**src/rtl/uart_rx_pkg.sv**
```systemverilog
// Shared types and register map constants for the UART receiver peripheral.
package uart_rx_pkg;

    // Receiver deframing states
    typedef enum logic [1:0] {
        IDLE,
        START,
        DATA,
        STOP
    } rx_state_e;

    // Register offsets, selected by device_addr_i[3:2]
    localparam logic [1:0] REG_RX_DATA = 2'd0;
    localparam logic [1:0] REG_STATUS  = 2'd1;
    localparam logic [1:0] REG_CTRL    = 2'd2;

    // STATUS bit positions
    localparam int STATUS_EMPTY     = 0;
    localparam int STATUS_FULL      = 1;
    localparam int STATUS_OVERRUN   = 2;
    localparam int STATUS_FRAME_ERR = 3;

    // CTRL bit positions
    localparam int CTRL_RX_EN  = 0;
    localparam int CTRL_IRQ_EN = 1;
    localparam int CTRL_FLUSH  = 2;

    // RX_DATA flag raised when the read found the FIFO empty
    localparam int RX_DATA_EMPTY = 31;

endpackage

```
**src/rtl/uart_rx_fifo.sv**
```systemverilog
// Synchronous FIFO with flush; rdata always shows the oldest entry.
module uart_rx_fifo #(
    parameter int Depth = 8,
    parameter int Width = 8
) (
    input  logic                     clk_sys_i,
    input  logic                     rst_sys_ni,
    input  logic                     push,
    input  logic                     pop,
    input  logic                     flush,
    input  logic [Width-1:0]         wdata,
    output logic [Width-1:0]         rdata,
    output logic                     full,
    output logic                     empty,
    output logic [$clog2(Depth):0]   count
);
    localparam int PtrW = $clog2(Depth);
    localparam int CntW = PtrW + 1;

    logic [Width-1:0] mem [Depth];
    logic [PtrW-1:0]  wr_ptr;
    logic [PtrW-1:0]  rd_ptr;
    logic [CntW-1:0]  cnt;
    logic             do_push;
    logic             do_pop;

    assign empty   = (cnt == '0);
    assign full    = (cnt == CntW'(Depth));
    assign do_pop  = pop && !empty;
    assign do_push = push && (!full || do_pop);
    assign rdata   = mem[rd_ptr];
    assign count   = cnt;

    // Pointer and occupancy tracking; flush wins over any same-cycle push/pop
    always_ff @(posedge clk_sys_i or negedge rst_sys_ni) begin
        if (!rst_sys_ni) begin
            wr_ptr <= '0;
            rd_ptr <= '0;
            cnt    <= '0;
        end else if (flush) begin
            wr_ptr <= '0;
            rd_ptr <= '0;
            cnt    <= '0;
        end else begin
            if (do_push) wr_ptr <= wr_ptr + PtrW'(1);
            if (do_pop)  rd_ptr <= rd_ptr + PtrW'(1);
            if (do_push && !do_pop)      cnt <= cnt + CntW'(1);
            else if (do_pop && !do_push) cnt <= cnt - CntW'(1);
        end
    end

    // Storage array, written only on an accepted push
    always_ff @(posedge clk_sys_i) begin
        if (do_push && !flush) mem[wr_ptr] <= wdata;
    end

endmodule

```
**src/rtl/uart_rx.sv**
```systemverilog
// Memory-mapped 8N1 UART receiver with RX FIFO, status flags and level IRQ.
module uart_rx
    import uart_rx_pkg::*;
#(
    parameter int ClockFrequency = 50_000_000,
    parameter int BaudRate       = 115_200,
    parameter int RxFifoDepth    = 8
) (
    input  logic        clk_sys_i,
    input  logic        rst_sys_ni,
    input  logic        device_req_i,
    input  logic [31:0] device_addr_i,
    input  logic        device_we_i,
    input  logic [3:0]  device_be_i,
    input  logic [31:0] device_wdata_i,
    output logic        device_rvalid_o,
    output logic [31:0] device_rdata_o,
    input  logic        uart_rx_i,
    output logic        irq_o
);
    localparam int ClksPerBit = ClockFrequency / BaudRate;
    localparam int CntW       = $clog2(ClksPerBit);
    localparam logic [CntW-1:0] LastCnt = CntW'(ClksPerBit - 1);
    localparam logic [CntW-1:0] MidCnt  = CntW'(ClksPerBit / 2 - 1);
    localparam int FifoCntW   = $clog2(RxFifoDepth) + 1;

    logic                rx_meta;
    logic                rx_s;
    rx_state_e           state;
    logic [CntW-1:0]     bit_cnt;
    logic [2:0]          bit_idx;
    logic [7:0]          shift_reg;
    logic                rx_en;
    logic                irq_en;
    logic                overrun;
    logic                frame_err;
    logic                stop_done;
    logic                fifo_push;
    logic                fifo_pop;
    logic                fifo_flush;
    logic [7:0]          fifo_rdata;
    logic                fifo_full;
    logic                fifo_empty;
    logic [FifoCntW-1:0] fifo_count;
    logic [1:0]          reg_sel;
    logic                rd_req;
    logic                wr_req;
    logic                status_wr;
    logic                ctrl_wr;
    logic                overrun_set;
    logic                frame_err_set;
    logic [31:0]         count_ext;
    logic [3:0]          count_sat;
    logic [31:0]         status_word;
    logic [31:0]         rdata_next;
    logic                unused_bus_bits;

    assign unused_bus_bits = ^{device_addr_i[31:4], device_addr_i[1:0],
                               device_be_i[3:1], device_wdata_i[31:4]};

    // Two-flop synchroniser; idles high so reset never looks like a start bit
    always_ff @(posedge clk_sys_i or negedge rst_sys_ni) begin
        if (!rst_sys_ni) begin
            rx_meta <= 1'b1;
            rx_s    <= 1'b1;
        end else begin
            rx_meta <= uart_rx_i;
            rx_s    <= rx_meta;
        end
    end

    // Deframing FSM: mid-bit start check, then full-bit spacing for data and stop
    always_ff @(posedge clk_sys_i or negedge rst_sys_ni) begin
        if (!rst_sys_ni) begin
            state     <= IDLE;
            bit_cnt   <= '0;
            bit_idx   <= '0;
            shift_reg <= '0;
        end else if (!rx_en) begin
            state   <= IDLE;
            bit_cnt <= '0;
        end else begin
            unique case (state)
                IDLE: begin
                    bit_cnt <= '0;
                    if (!rx_s) state <= START;
                end
                START: begin
                    if (bit_cnt == MidCnt) begin
                        bit_cnt <= '0;
                        bit_idx <= '0;
                        state   <= rx_s ? IDLE : DATA;
                    end else begin
                        bit_cnt <= bit_cnt + CntW'(1);
                    end
                end
                DATA: begin
                    if (bit_cnt == LastCnt) begin
                        bit_cnt   <= '0;
                        shift_reg <= {rx_s, shift_reg[7:1]};
                        if (bit_idx == 3'd7) state <= STOP;
                        else bit_idx <= bit_idx + 3'd1;
                    end else begin
                        bit_cnt <= bit_cnt + CntW'(1);
                    end
                end
                STOP: begin
                    if (bit_cnt == LastCnt) begin
                        bit_cnt <= '0;
                        state   <= IDLE;
                    end else begin
                        bit_cnt <= bit_cnt + CntW'(1);
                    end
                end
                default: state <= IDLE;
            endcase
        end
    end

    assign stop_done     = rx_en && (state == STOP) && (bit_cnt == LastCnt);
    assign fifo_push     = stop_done && rx_s;
    assign frame_err_set = stop_done && !rx_s;

    assign reg_sel     = device_addr_i[3:2];
    assign rd_req      = device_req_i && !device_we_i;
    assign wr_req      = device_req_i && device_we_i && device_be_i[0];
    assign status_wr   = wr_req && (reg_sel == REG_STATUS);
    assign ctrl_wr     = wr_req && (reg_sel == REG_CTRL);
    assign fifo_pop    = rd_req && (reg_sel == REG_RX_DATA) && !fifo_empty;
    assign fifo_flush  = ctrl_wr && device_wdata_i[CTRL_FLUSH];
    assign overrun_set = fifo_push && fifo_full && !fifo_pop && !fifo_flush;

    uart_rx_fifo #(
        .Depth (RxFifoDepth),
        .Width (8)
    ) u_fifo (
        .clk_sys_i  (clk_sys_i),
        .rst_sys_ni (rst_sys_ni),
        .push       (fifo_push),
        .pop        (fifo_pop),
        .flush      (fifo_flush),
        .wdata      (shift_reg),
        .rdata      (fifo_rdata),
        .full       (fifo_full),
        .empty      (fifo_empty),
        .count      (fifo_count)
    );

    // Read mux: STATUS saturates the count at 15, empty RX_DATA reads return only the flag
    always_comb begin
        count_ext   = 32'(fifo_count);
        count_sat   = (count_ext > 32'd15) ? 4'hF : count_ext[3:0];
        status_word = {24'h0, count_sat, frame_err, overrun, fifo_full, fifo_empty};
        rdata_next  = '0;
        unique case (reg_sel)
            REG_RX_DATA: begin
                if (fifo_empty) rdata_next[RX_DATA_EMPTY] = 1'b1;
                else            rdata_next[7:0] = fifo_rdata;
            end
            REG_STATUS: rdata_next = status_word;
            REG_CTRL:   rdata_next = {30'h0, irq_en, rx_en};
            default:    rdata_next = '0;
        endcase
    end

    // Sticky error flags; a same-cycle set beats a write-1-to-clear
    always_ff @(posedge clk_sys_i or negedge rst_sys_ni) begin
        if (!rst_sys_ni) begin
            overrun   <= 1'b0;
            frame_err <= 1'b0;
        end else begin
            overrun   <= overrun_set |
                         (overrun & ~(status_wr & device_wdata_i[STATUS_OVERRUN]));
            frame_err <= frame_err_set |
                         (frame_err & ~(status_wr & device_wdata_i[STATUS_FRAME_ERR]));
        end
    end

    // Control register; the flush bit is a strobe and is not stored
    always_ff @(posedge clk_sys_i or negedge rst_sys_ni) begin
        if (!rst_sys_ni) begin
            rx_en  <= 1'b0;
            irq_en <= 1'b0;
        end else if (ctrl_wr) begin
            rx_en  <= device_wdata_i[CTRL_RX_EN];
            irq_en <= device_wdata_i[CTRL_IRQ_EN];
        end
    end

    // Bus response one cycle after every request; writes return zero data
    always_ff @(posedge clk_sys_i or negedge rst_sys_ni) begin
        if (!rst_sys_ni) begin
            device_rvalid_o <= 1'b0;
            device_rdata_o  <= '0;
        end else begin
            device_rvalid_o <= device_req_i;
            if (device_req_i) device_rdata_o <= rd_req ? rdata_next : 32'h0;
        end
    end

    // Level interrupt registered from the current flag and FIFO state
    always_ff @(posedge clk_sys_i or negedge rst_sys_ni) begin
        if (!rst_sys_ni) irq_o <= 1'b0;
        else             irq_o <= irq_en & (~fifo_empty | overrun | frame_err);
    end

endmodule
```
**config.mk**
```make
export PLATFORM = sky130hd
export DESIGN_NAME = uart_rx
export DESIGN_NICKNAME = d
export VERILOG_FILES = /design/src/rtl/uart_rx_pkg.sv /design/src/rtl/uart_rx_fifo.sv /design/src/rtl/uart_rx.sv
export SDC_FILE = /design/constraint.sdc
export NUM_CORES = 1
export LEC_CHECK = 0
export BUFFER_PORTS_ARGS = -buffer_cell sky130_fd_sc_hd__clkbuf_2
export CORE_MARGIN = 2
export CORE_UTILIZATION = 40
export DETAILED_ROUTE_END_ITERATION = 8
export PLACE_DENSITY = 0.72
export SLEW_MARGIN = 20
export SYNTH_ARGS = -nofsm -noshare
export SYNTH_HDL_FRONTEND = slang
export SYNTH_SLANG_ARGS = --single-unit
```
**constraint.sdc**
```tcl
create_clock -name clk_sys_i -period 4.15 [get_ports clk_sys_i]
set_input_delay 0.2075 -clock clk_sys_i [delete_from_list [all_inputs] [get_ports clk_sys_i]]
set_output_delay 0.2075 -clock clk_sys_i [all_outputs]
set_load 0.02 [all_outputs]
```
==> impl_results.rst <==
.. list-table::
   :header-rows: 1

   * - Metric
     - Value
   * - Half-perimeter wire length of the detailed placement result
     - 6270 um
   * - Proportion of synthesized flip-flops having asynchronous set or reset
     - a little over two fifths
   * - Largest family of logic cells by synthesized area
     - multiplexers
   * - Family with the most delay on the worst path
     - simple AND/OR/NAND/NOR gates
   * - Synthesized area
     - 0.00505 mm2
   * - Placeable core region
     - 0.0125 mm2
   * - Horiz. Die Dim
     - 116 um
   * - Placer's final routability congestion estimate
     - around 0.78
   * - Share of layout cells above drive strength 1
     - 21.2%
   * - Most common cell on crit path
     - sky130_fd_sc_hd__a21o_1
   * - Crit-path cells
     - or4_1, nand2b_1, nand3_1, ha_1, a21o_1, a21o_1, mux2_1, and3_1, nor3_1
   * - Compound-Gate Fraction of Synth Area
     - approximately 5.5%
   * - Worst slack after detailed placement
     - 1.04 ns
   * - Xor and xnor area share after synthesis
     - 2.08%
   * - Status
     - finished, final reports clean
   * - Setup repair after global routing missed its margin
     - false
   * - Syn avg cell area
     - about 14 um2
   * - Hold Path Class
     - in -> reg
   * - Most used standard cell by instance count after synthesis
     - sky130_fd_sc_hd__edfxtp_1
   * - Routed wl met2
     - roughly 4900 um
   * - Category of the most critical setup path
     - reg -> reg
   * - Fraction of power consumed by the clock network
     - between 40% and 50%
   * - Final Setup Violations
     - 0
   * - Routed wire length per instance
     - 16.9 um
   * - Cell leakage power
     - 0.00232 uW
   * - Via count of the first global-routing pass
     - 3008
   * - Most instantiated flip-flop cell in the synthesis netlist
     - sky130_fd_sc_hd__edfxtp_1
   * - Leading registers by flop count
     - u_fifo.mem x64, bit_cnt x9, device_rdata_o x9
   * - Slowest stage cell, crit path
     - sky130_fd_sc_hd__or4_1
   * - Cell types with the largest area share after synthesis
     - sky130_fd_sc_hd__edfxtp_1, sky130_fd_sc_hd__dfrtp_1, sky130_fd_sc_hd__mux4_2
   * - Fraction of the mapped netlist area in adder cells
     - under 10%
   * - Least setup slack across all paths after layout
     - ~1.1 ns
   * - Initial standard-cell utilization of the core
     - 40.5%
   * - Register with the highest flop count
     - u_fifo.mem
   * - Crit path required time
     - 4.47 ns
   * - Drt via density
     - between 5 and 6
   * - Via count
     - 2930
   * - Cells after Synth
     - 354
   * - Power per cell area
     - 576 mW/mm2
   * - Maximum clock frequency
     - 326 MHz
   * - Worst slew margin relative to its limit
     - 33.7%
   * - DRC violation total after the first TritonRoute iteration
     - 271
   * - Total gr overflow
     - 0
   * - Total number of clock tree sinks
     - 113
   * - Final Hold Fails
     - 0
   * - Part of the total power dissipated in combinational logic
     - about 14%
   * - Max Transition Viols Final
     - 0
   * - Clock-pin slew of the registers on the worst-case setup and hold paths
     - 0.05 ns
   * - Buf/Inv on CP
     - 0
   * - Number of enable flip-flop cells after synthesis
     - 64
   * - Sequential-to-total area share from yosys stat
     - 62.3%
   * - Worst Path Arrival
     - about 3.4 ns
   * - I/O pin total
     - 107
   * - Delay of the slowest cell on the worst path
     - 0.59 ns
   * - Dominant cell type by area after synthesis
     - sky130_fd_sc_hd__edfxtp_1
   * - Fraction of synthesized area in multiplexers
     - 12.7%
   * - Max Cap Viol
     - 0
   * - Endpoint type of the worst setup path
     - register
   * - Switching portion of total power
     - 25.3%
   * - Peak fanout along the critical path
     - 10
   * - Pin count of the biggest net entering global routing
     - 50
   * - Post-Synth Simple-Gate Area
     - 9.58%
   * - Port Buffer Count
     - 22
   * - Cell variety after synth
     - between 50 and 60
   * - Max FFs per register
     - 64
   * - Reported net switching power
     - 869 uW
   * - Sequential cell fraction of total power
     - approximately 41%
   * - Root Buffer
     - sky130_fd_sc_hd__clkbuf_16
   * - Height of the die
     - 116 um
   * - Top routing layer in use
     - met4
   * - Worst vdd ir
     - between 0.3 and 0.4 mV
   * - # H-tree levels
     - 4
   * - Post-CTS setup buffer count
     - 0
   * - Layout-stage area growth over the synthesis result
     - 17.9%
   * - Cell-internal power
     - 2560 uW
   * - Most used standard cells in the synthesized netlist
     - sky130_fd_sc_hd__edfxtp_1, sky130_fd_sc_hd__dfrtp_1, sky130_fd_sc_hd__nor2_1
   * - Filler cells
     - 1036
   * - Total inserted antenna cells
     - 0
   * - Area fraction of the dominant cell type after synthesis
     - a little under two fifths
   * - WL final
     - roughly 10000 um
   * - Global-route total usage across every layer
     - 15.8%
   * - Share of the clock period used by the worst path
     - 73.9%
   * - Number of antenna violations at the first check in global routing
     - 0
   * - Routed metal-1 wirelength
     - 4230 um
   * - Die Area
     - around 0.014 mm2
   * - # rows
     - 41
   * - Worst clock skew on the final layout
     - 0.00898 ns
   * - Drt first pass iters
     - 4
   * - Clock Latency Late Sink
     - between 0.4 and 0.5 ns
   * - Post-detailed-route DRC marker count
     - 0
   * - Slew @ Worst Pin
     - between 0.9 and 1 ns
   * - Setup_tns
     - 0 ns
   * - Reg-to-reg slack, setup
     - between 1 and 1.5 ns
   * - Crit path time final
     - 3.07 ns
   * - Clock tree from TritonCTS
     - built
   * - Wire length of the first global-routing pass
     - 15500 um
   * - Met3 WL post-DR
     - between 400 and 500 um
   * - Clock tree buffer depth
     - 2
   * - Startpoint kind of the worst setup timing path
     - register
   * - Cts bufs inserted
     - 17
   * - YS warnings
     - 0
   * - Detail Route Antenna Nets
     - 0
   * - Flop and latch count out of synthesis
     - 113
   * - NumNets Final
     - between 400 and 500
final cells by class:
class                      instances  area [um2]  area share (%)
multi-input combinational        217        1720            28.9
clock inverter                     9         155            2.60
tap                              172         215            3.61
timing repair buffer              32         190            3.19
sequential                       113        3150            52.9
inverter                          12        45.0           0.756
clock buffer                      23         478            8.02
stage by stage:
stage                     hold WS [ns]  cells  utilization, %  power (uW)  cell area [um2]
after CTS                      0.00998    578            47.8        3460             5960
final                           0.0225    578            47.8        3430             5960
after floorplan                -0.0881    376               -        1790             5140
after global placement           0.300    544            42.6        1890             5310
after global routing            0.0273    578            47.8        3560             5960
after detailed placement         0.302    544            42.6        1910             5310
worst paths after layout:
path / to / cells after the start / startpoint
worst max-delay path: u_fifo.count[3]$_DFFE_PN0P_ / 9 / u_fifo.count[1]$_DFFE_PN0P_
worst min-delay path: irq_en$_DFFE_PN0P_ / 2 / device_wdata_i[1]
worst max register to register: u_fifo.count[3]$_DFFE_PN0P_ / 9 / u_fifo.count[1]$_DFFE_PN0P_
worst min register to register: rx_s$_DFF_PN1_ / 0 / rx_meta$_DFF_PN1_
max in group asynchronous: overrun$_DFF_PN0_ / 3 / rst_sys_ni
min in group asynchronous: bit_cnt[4]$_DFF_PN0_ / 3 / rst_sys_ni
cell usage in the layout (no fill, tap or decap), types with 6 or more instances in the layout:
| master | Yosys | final |
|---|---|---|
| sky130_fd_sc_hd__ha_1 | 9 | 9 |
| sky130_fd_sc_hd__mux4_2 | 17 | 17 |
| sky130_fd_sc_hd__xnor2_1 | 7 | 7 |
| sky130_fd_sc_hd__inv_1 | 12 | 12 |
| sky130_fd_sc_hd__clkbuf_16 | 0 | 17 |
| sky130_fd_sc_hd__nor3_1 | 6 | 6 |
| sky130_fd_sc_hd__a21oi_1 | 10 | 10 |
| sky130_fd_sc_hd__nor2_1 | 31 | 31 |
| sky130_fd_sc_hd__mux2i_1 | 11 | 11 |
| sky130_fd_sc_hd__edfxtp_1 | 64 | 64 |
| sky130_fd_sc_hd__buf_4 | 23 | 8 |
| sky130_fd_sc_hd__o21ai_1 | 7 | 7 |
| sky130_fd_sc_hd__conb_1 | 1 | 23 |
| sky130_fd_sc_hd__dfrtp_1 | 47 | 47 |
| sky130_fd_sc_hd__clkbuf_2 | 0 | 22 |
| sky130_fd_sc_hd__mux2_1 | 11 | 11 |
| sky130_fd_sc_hd__nor2b_1 | 9 | 9 |
| sky130_fd_sc_hd__nand2_1 | 16 | 16 |
routing by layer:
layer | up-vias | GRT usage [%]
met5 | - | 0
met2 | 86 | 26.6
met4 | 0 | 8.41
met1 | 1479 | 18.7
li1 | 1343 | -
met3 | 22 | 3.79
worst register-to-register path, delay by kind of cell (launching register included):
kind                     cells  cell delay (ns)
AND/OR/NAND/NOR              5             1.53
multiplexers                 1             0.32
flip-flops                   1             0.45
AO/OA/AOI/OAI                2             0.36
adder cells (fa/ha/maj)      1             0.33
repair_timing:
action | 4_1_cts | 5_1_grt
hold endpoints to repair | 48 | 0
hold buffers | 2 | 0
resized for setup | 0 | 0
cell families (layout without fill, tap and decap cells):
kind of cell | count (synthesis) | after routing
DFF | 113 | 113
AOI/OAI and AO/OA | 40 | 40
xor gates and xnor gates | 12 | 12
adders and majority gates | 10 | 10
buffers and inverters | 46 | 76
and+or+nand+nor | 92 | 92
other | 1 | 23
muxes | 40 | 40
power by group through the flow:
stage / combinational [uW] / clock [uW] / sequential, uW
4_1_cts: 484 / 1560 / 1420
3_3_place_gp: 461 / 0 / 1430
6_report: 482 / 1530 / 1410
2_1_floorplan: 468 / 0 / 1320
3_5_place_dp: 478 / 0 / 1430
5_1_grt: 526 / 1600 / 1430
(Power assumes the default switching activity.)
